### src/rtl/mips_dbg_ctrl.sv
// Run-control and debug-access controller for the multicycle MIPS core: run/halt/step-N, PC breakpoints,
// serialised register/memory debug reads. Define MIPS_DBG_PERF_EN to build CycleCount/InstrCount.
module mips_dbg_ctrl #(
    parameter int NUM_BP = 2,
    parameter int MEM_AW = 6,
    parameter int STEP_W = 8
) (
    input  logic              CLK,
    input  logic              Reset,
    input  logic              CmdValid,
    output logic              CmdReady,
    input  logic [2:0]        CmdOp,
    input  logic [1:0]        CmdIdx,
    input  logic [31:0]       CmdArg,
    output logic              RespValid,
    output logic [31:0]       RespData,
    output logic              CpuEn,
    input  logic [31:0]       PC,
    input  logic              InstrDone,
    output logic [4:0]        DispReadReg,
    output logic [MEM_AW-1:0] DispReadMem,
    input  logic [31:0]       DispRegData,
    input  logic [31:0]       DispMemData,
    output logic              Halted,
    output logic              BpHit,
    output logic [1:0]        BpIdx,
    output logic [31:0]       CycleCount,
    output logic [31:0]       InstrCount
);
    typedef enum logic [1:0] {S_HALT, S_RUN, S_STEP, S_READ} state_t;

    localparam logic [2:0] OP_RUN      = 3'd1;
    localparam logic [2:0] OP_HALT     = 3'd2;
    localparam logic [2:0] OP_STEP     = 3'd3;
    localparam logic [2:0] OP_SET_BP   = 3'd4;
    localparam logic [2:0] OP_CLR_BP   = 3'd5;
    localparam logic [2:0] OP_READ_REG = 3'd6;
    localparam logic [2:0] OP_READ_MEM = 3'd7;

    state_t              state;
    state_t              next_state;
    logic [31:0]         bp_addr [NUM_BP];
    logic [NUM_BP-1:0]   bp_valid;
    logic                skip;
    logic                read_mem;
    logic [STEP_W-1:0]   step_cnt;
    logic [STEP_W-1:0]   step_target;
    logic [STEP_W-1:0]   step_arg;
    logic                accept;
    logic                instr_ev;
    logic                bp_match;
    logic [1:0]          bp_match_idx;
    logic                bp_event;
    logic                step_done;

    // Handshake: a command transfers on any rising edge where CmdValid and CmdReady are both high;
    // CmdReady drops only while a debug read is in flight.
    assign accept   = CmdValid & CmdReady;
    assign instr_ev = CpuEn & InstrDone;
    assign step_arg = CmdArg[STEP_W-1:0];

    // Descending scan so the lowest matching comparator wins.
    always_comb begin
        bp_match     = 1'b0;
        bp_match_idx = 2'd0;
        for (int i = NUM_BP - 1; i >= 0; i--) begin
            if (bp_valid[i] && (bp_addr[i] == PC)) begin
                bp_match     = 1'b1;
                bp_match_idx = 2'(i);
            end
        end
    end

    assign bp_event  = instr_ev & ~skip & bp_match;
    assign step_done = (state == S_STEP) & InstrDone & ((step_cnt + STEP_W'(1)) == step_target);

    always_comb begin
        next_state = state;
        case (state)
            S_HALT: begin
                if (accept) begin
                    case (CmdOp)
                        OP_RUN:                   next_state = S_RUN;
                        OP_STEP:                  next_state = S_STEP;
                        OP_READ_REG, OP_READ_MEM: next_state = S_READ;
                        default:                  next_state = S_HALT;
                    endcase
                end
            end
            S_RUN, S_STEP: begin
                if (bp_event || step_done || (accept && (CmdOp == OP_HALT)))
                    next_state = S_HALT;
            end
            default: next_state = S_HALT;
        endcase
    end

    always_ff @(posedge CLK) begin
        if (Reset) begin
            state       <= S_HALT;
            CpuEn       <= 1'b0;
            Halted      <= 1'b1;
            CmdReady    <= 1'b1;
            RespValid   <= 1'b0;
            RespData    <= '0;
            BpHit       <= 1'b0;
            BpIdx       <= 2'd0;
            bp_valid    <= '0;
            skip        <= 1'b0;
            read_mem    <= 1'b0;
            step_cnt    <= '0;
            step_target <= STEP_W'(1);
            DispReadReg <= '0;
            DispReadMem <= '0;
            for (int i = 0; i < NUM_BP; i++) bp_addr[i] <= '0;
        end else begin
            state     <= next_state;
            CpuEn     <= (next_state == S_RUN) || (next_state == S_STEP);
            Halted    <= (next_state == S_HALT);
            CmdReady  <= (next_state != S_READ);
            RespValid <= 1'b0;

            // Comparator writes take effect next cycle; indices beyond NUM_BP match no slot.
            if (accept && ((CmdOp == OP_SET_BP) || (CmdOp == OP_CLR_BP))) begin
                for (int i = 0; i < NUM_BP; i++) begin
                    if (CmdIdx == 2'(i)) begin
                        bp_valid[i] <= (CmdOp == OP_SET_BP);
                        if (CmdOp == OP_SET_BP) bp_addr[i] <= CmdArg;
                    end
                end
            end

            if (accept && (state == S_HALT) && ((CmdOp == OP_RUN) || (CmdOp == OP_STEP))) begin
                skip        <= 1'b1;
                BpHit       <= 1'b0;
                BpIdx       <= 2'd0;
                step_cnt    <= '0;
                step_target <= (step_arg == '0) ? STEP_W'(1) : step_arg;
            end else if (instr_ev) begin
                skip <= 1'b0;
                if (state == S_STEP) step_cnt <= step_cnt + STEP_W'(1);
            end

            if (bp_event) begin
                BpHit <= 1'b1;
                BpIdx <= bp_match_idx;
            end

            if (accept && (state == S_HALT) && (CmdOp == OP_READ_REG)) begin
                DispReadReg <= CmdArg[4:0];
                read_mem    <= 1'b0;
            end
            if (accept && (state == S_HALT) && (CmdOp == OP_READ_MEM)) begin
                DispReadMem <= CmdArg[MEM_AW-1:0];
                read_mem    <= 1'b1;
            end

            if (state == S_READ) begin
                RespValid <= 1'b1;
                RespData  <= read_mem ? DispMemData : DispRegData;
            end
        end
    end

`ifdef MIPS_DBG_PERF_EN
    always_ff @(posedge CLK) begin
        if (Reset) begin
            CycleCount <= '0;
            InstrCount <= '0;
        end else begin
            if (CpuEn)    CycleCount <= CycleCount + 32'd1;
            if (instr_ev) InstrCount <= InstrCount + 32'd1;
        end
    end
`else
    assign CycleCount = '0;
    assign InstrCount = '0;
`endif

endmodule
### config.mk
export PLATFORM = sky130hd
export DESIGN_NAME = mips_dbg_ctrl
export DESIGN_NICKNAME = d
export VERILOG_FILES = /design/src/rtl/mips_dbg_ctrl.sv
export SDC_FILE = /design/constraint.sdc
export NUM_CORES = 1
export LEC_CHECK = 0
export BUFFER_PORTS_ARGS = -buffer_cell sky130_fd_sc_hd__buf_2
export CORE_MARGIN = 2
export CORE_UTILIZATION = 40
export CTS_BUF_LIST = sky130_fd_sc_hd__clkbuf_4 sky130_fd_sc_hd__clkbuf_8 sky130_fd_sc_hd__clkbuf_16
export DETAILED_ROUTE_END_ITERATION = 12
export PLACE_DENSITY = 0.75
export SYNTH_ARGS = -nofsm -noshare
export SYNTH_HDL_FRONTEND = slang
export SYNTH_SLANG_ARGS = --single-unit
### constraint.sdc
create_clock -name CLK -period 3.6 [get_ports CLK]
set_input_delay 0.9 -clock CLK [delete_from_list [all_inputs] [get_ports CLK]]
set_output_delay 0.9 -clock CLK [all_outputs]
set_load 0.05 [all_outputs]
Word-level counts from Yosys, hierarchy flattened
Memories as Yosys holds them, arrays and structs flattened.
Cells that the tools add are included.
{ "classes": {"n_addsub": 1, "n_eq_ne": 17, "mux": 32, "bitwise_logic": 9, "n_reduce_logical": 26} }
{ "op_table": {"columns": ["op", "count"], "rows": [
  ["$mux W32", 3],
  ["$eq A32 B32 Y1", 2],
  ["$mux W1", 21],
  ["$eq A3 B3 Y1 const B", 4],
  ["$mux W2", 5],
  ["$add A8 B1 Y8 const B", 1],
  ["$eq A8 B8 Y1", 1],
  ["$logic_and A1 B1 Y1", 8],
  ["$logic_not A8 Y1", 1],
  ["$mux W8", 1],
  ["$and A1 B1 Y1", 6],
  ["$eq A2 B1 Y1 const B", 3],
  ["$eq A2 B2 Y1 const B", 3],
  ["$eq A3 B2 Y1 const B", 2],
  ["$logic_not A2 Y1", 3],
  ["$pmux W2 S3", 1],
  ["$reduce_and A2 Y1", 3],
  ["$reduce_bool A2 Y1", 3],
  ["$reduce_or A2 Y1", 3],
  ["$logic_or A1 B1 Y1", 5],
  ["$pmux W2 S2", 1],
  ["$eq A3 B1 Y1 const B", 1],
  ["$ne A2 B2 Y1 const B", 1],
  ["$or A1 B1 Y1", 2],
  ["$not A1 Y1", 1]
]} }
{ "word_totals": {"reg_bits": 72, "ram_bits": 64, "input_bits": 137, "output_inout_bits": 114, "elab_cells": 102, "n_memories": 1} }
{ "mem_list": {"columns": ["memory", "depth", "word_bits", "read_ports", "rd_clocked_by_memory_dff", "wr", "line", "source"], "rows": [
  ["bp_addr", 2, 32, 2, 0, 2, "42", "logic [31:0] bp_addr [NUM_BP];"]
]} }

Longest topological paths before layout
An unclocked memory read counts as a cell.
{ "depth": {"word_depth": 12, "mapped_depth": 10, "ltp_nobuf": 9} }

Least setup slack after synthesis
No wires, ideal clock.
{ "synth_path": {"path_kind": "input port to flip-flop", "start": "input CmdValid", "end": "memory bp_addr[1][0], in the netlist bp_addr[0][32] (enable)", "setup_ns": 0.428, "arrival_ns": 2.885, "required_ns": 3.172, "setup_slack_ns": 0.287, "cell_stages": 4, "n_path_buf": 1, "cell_sequence": "and2_1 > clkbuf_1 > nand4_1 > o21bai_1"} }
{ "synth_lines": {"columns": ["element", "line", "source"], "rows": [
  ["start: declaration", "10", "input logic CmdValid,"],
  ["end: declaration", "42", null]
]} }

Worst setup path in the final report
{ "layout_path": {"start": "input PC[9]", "end": "register CpuEn"} }
{ "layout_between": {"elab_chain_len": 11, "word_cells_on_any_way": 14, "classes_between": "eq/ne: 4; mux: 4; bitwise: 1; reduce/logical: 5"} }
{ "layout_rtl": {"columns": ["element", "line", "source"], "rows": [
  ["start: declaration", "18", "input logic [31:0] PC,"],
  ["$eq A32 B32 Y1", "67", "if (bp_valid[i] && (bp_addr[i] == PC)) begin"],
  ["$logic_and A1 B1 Y1", "67", null],
  ["$mux W1", "67", null],
  ["$mux W1 (*)", "67", null],
  ["$and A1 B1 Y1 (*)", "74", "assign bp_event = instr_ev & ~skip & bp_match;"],
  ["$logic_or A1 B1 Y1 (*) (2 in series)", "91", "if (bp_event || step_done || (accept && (CmdOp == OP_HALT)))"],
  ["$mux W2 (*)", "91", null],
  ["$pmux W2 S2 (*)", "79", "case (state)"],
  ["$eq A2 B1 Y1 / $eq A2 B2 Y1 (equally long branches)", "118", "CpuEn <= (next_state == S_RUN) || (next_state == S_STEP);"],
  ["$logic_or A1 B1 Y1 (*)", "118", null],
  ["end signal: assignment", "118", null],
  ["end: declaration", "17", "output logic CpuEn,"]
]} }
Every way passes the cells marked *; elsewhere a longest branch is shown, timed or not.
A chain may end at the register's enable or synchronous reset.

==> impl_metrics.toml <==
[run_status]
run_status = "finished, final reports clean"

[final_layout]
nNetsFinal = 948
diodes_inserted = 0
finalCoreUtilization_pct = 49.4
number_of_standard_cells_in_the_layout_taps_in_and_fillers_out = 1038
post-route-cell-area_mm2 = 0.00811
syn2layout_area_growth_pct = 22.1
layout-drive-gt1-share_pct = 28.2
fillCellCount = 1499

[power]
ir_drop_mv = 0.375
sequentialPowerShare_pct = 42.9
p_switching_mw = 1.08
clock_share_of_power_pct = 43.3
p_per_area_mw_per_mm2 = 488
sw_frac_of_total_pct = 27.2
internal_power_contribution_mw = 2.88
combPwrFrac_pct = 13.8
design_power_total_mw = 3.95
cellLeakagePower_nw = 3.32

[timing]
grt_setup_unrepaired = "no"
fin_ws_ns = 1.02
timing.final.setup_violations = 0
clock-skew-final_ns = 0.0118
hold-worst-slack_ns = 0.476
fmax_mhz = 388
fin_crit_sh_pct = 71.6
post_layout_min_period_ns = 2.58
final_report_hold_violation_count = 0
slew_headroom_pct = 30.0
setup_tns_ns = 0
tightest_slew_ns = 1.05
final-max-slew-violation-count = 0

[clock_tree]
tritoncts = "yes"
post_cts.repair.setup_buffers = 0
tritoncts_num_sinks = 135
tritoncts.num_buffers = 17
worst_skew_pair.late_latency_ns = 0.41
clock_path_buffers = 2
cts-resized-gates = 0
clockRootBuffer = "clkbuf_16"
cts_hold_buf = 0
h-tree-depth = 4
clk_pin_slew_worst_paths_ns = 0.06

[detailed_routing]
firstDrtPassIters = 4
remaining_drc_errors = 0
vias = 4857
dr.first_iter.drc_count = 281
wl_mm = 15.3
post_drt_wl_per_cell_um = 14.7
antenna_violating_nets_post_route = 0
viasPerCell = 4.68

[setup_path]
critical_path_arrival_ns = 2.85
worst_setup_path_start_kind = "input port"
cp.required_ns = 3.88
critical_path.endpoint_type = "register"
timing.setup.critical_path_class = "input port to register"
worstSetupStartpoint = "PC[9]"
regToRegStartpoint = "step_cnt[0]"
critical_path.max_fanout = 6

[place]
placed_cell_area_mm2 = 0.00752
dp_hpwl_mm = 11.4
dpl.cell_count = 1006
dp_slack_ns = 0.578
routability_cong = 0.842
port-buffer-count = 185

[floorplanning]
fp.dieArea_mm2 = 0.0177
design.core.area_mm2 = 0.0164
floorplan.initialDensity_pct = 40.5
die_span_x_um = 133
rows = 47
io_pins = 251
die-height_um = 133

[logic_synthesis]
yosys_register_bits = 135
netlist.top_cell.by_area = "edfxtp_1"
mappedNetlistArea_mm2 = 0.00664
async_flop_share_pct = 0
yosys.area.top_type_share_pct = 28.9
synthesis.area_per_instance_um2 = 10.6
synthDistinctLibCells = 41
synth_area_leaders = "edfxtp_1 (29%), dfxtp_1 (21%), xnor2_1 (7.6%)"
ys.warnings.count = 0
synth-edff-count = 64
synth.yosys.seq_area_share_pct = 50.3
synthesized_instance_count = 627
synth_ff_type = "dfxtp_1"

[grt]
grt_pass1_wl_mm = 24.1
grt_pass1_vias = 4633
grt_overflow_total = 0
maximum_number_of_pins_on_one_net_before_global_route_repair = 68
all_layer_global_routing_usage_pct = 17.4
antenna_found_initial = 0

[flow_run]
cap_viol_max_count = 0

[min_path]
min_path_type = "register to register"
worst_hold_startpoint = "DispReadReg[1]"
-- cell usage after synthesis, types with 3 or more instances --
master	count
dfxtp_1	71
buf_4	65
edfxtp_1	64
nor2_1	63
xnor2_1	58
mux2i_1	45
and2_1	33
a211oi_1	32
clkbuf_1	25
nand2_1	21
nand4_1	19
xor2_1	15
nand2b_1	13
a21oi_1	12
o21ai_0	12
nand3_1	11
inv_1	7
ha_1	6
nor3_1	6
or2_2	5
and3_1	4
buf_2	4
nor4_1	4
o32ai_1	4
nand3b_1	3
nor2b_1	3
o2111ai_1	3
o211ai_1	3
-- worst max-delay path, stage by stage --
cell	delay [ns]
buf_2	0.11
nand2b_1	0.10
o2111ai_1	0.10
a2111oi_0	0.54
nand4_1	0.26
nand2_1	0.28
o32a_1	0.21
ha_1	0.22
nor2b_1	0.12
-- logic make-up after synthesis --
logic type	count (synthesis)	synth area share (%)
multiplexers	45	6.78
AO/OA/AOI/OAI	75	7.82
adder cells (fa/ha/maj)	6	1.13
AND/OR/NAND/NOR	189	14.5
XOR/XNOR	73	9.63
buffers and inverters	103	9.79
flip-flops	135	50.3
other	1	0.0565
-- power groups by stage --
stage,Sequential [mW],Combinational [mW],Clock [mW]
finish,1.70,0.545,1.71
CTS,1.70,0.546,1.75
detailed placement,1.73,0.544,0
global placement,1.73,0.539,0
global route,1.70,0.589,1.81
floorplan,1.78,0.388,0
-- flip-flops by register name (all words and copies together) (netlist names) --
| register | cells |
|---|---|
| BpHit | 1 |
| RespData | 32 |
| BpIdx | 1 |
| step_target | 8 |
| bp_addr | 64 |
| DispReadReg | 5 |
| DispReadMem | 6 |
| state | 2 |
| read_mem | 1 |
| CmdReady | 1 |
| bp_valid | 2 |
| step_cnt | 8 |
| skip | 1 |
| RespValid | 1 |
| Halted | 1 |
| CpuEn | 1 |
-- layer usage --
layer / part of all wire, % / vias up / track usage, %
li1: - / 2420 / -
met1: 43 / 2241 / 22.2
met2: 48 / 185 / 28.9
met3: 7.8 / 11 / 5.06
met4: 0.77 / 0 / 4.78
met5: 0 / - / 0
-- path summary, 6_finish.rpt --
check	end	slack, ns	depth (start not counted)
worst min register to register	DispReadReg[1]	0.48	2
worst max-delay path	CpuEn	1.02	9
worst min-delay path	DispReadReg[1]	0.48	2
worst max register to register	CpuEn	1.09	9
-- placed cells by master, fill, tap and decap left out, types with 6 or more instances in the layout --
cell / count
clkbuf_16: 17
conb_1: 65
edfxtp_1: 64
xor2_1: 15
nand4_1: 19
inv_1: 7
mux2i_1: 45
and2_1: 33
nand3_1: 11
dfxtp_1: 70
xnor2_1: 58
a211oi_1: 32
nand2b_1: 13
a21oi_1: 12
buf_2: 185
nand2_1: 21
o21ai_0: 12
nor2_1: 63
buf_4: 6
-- final cells by class --
type	instances	area [um^2]	area share (%)
tap	220	275	3.40
inverter	7	26.3	0.324
clock inverter	13	144	1.77
clock buffer	19	447	5.51
timing repair buffer	191	971	12.0
multi-input combinational	453	2900	35.8
sequential	135	3340	41.3
Power figures use the tool's default switching activity.
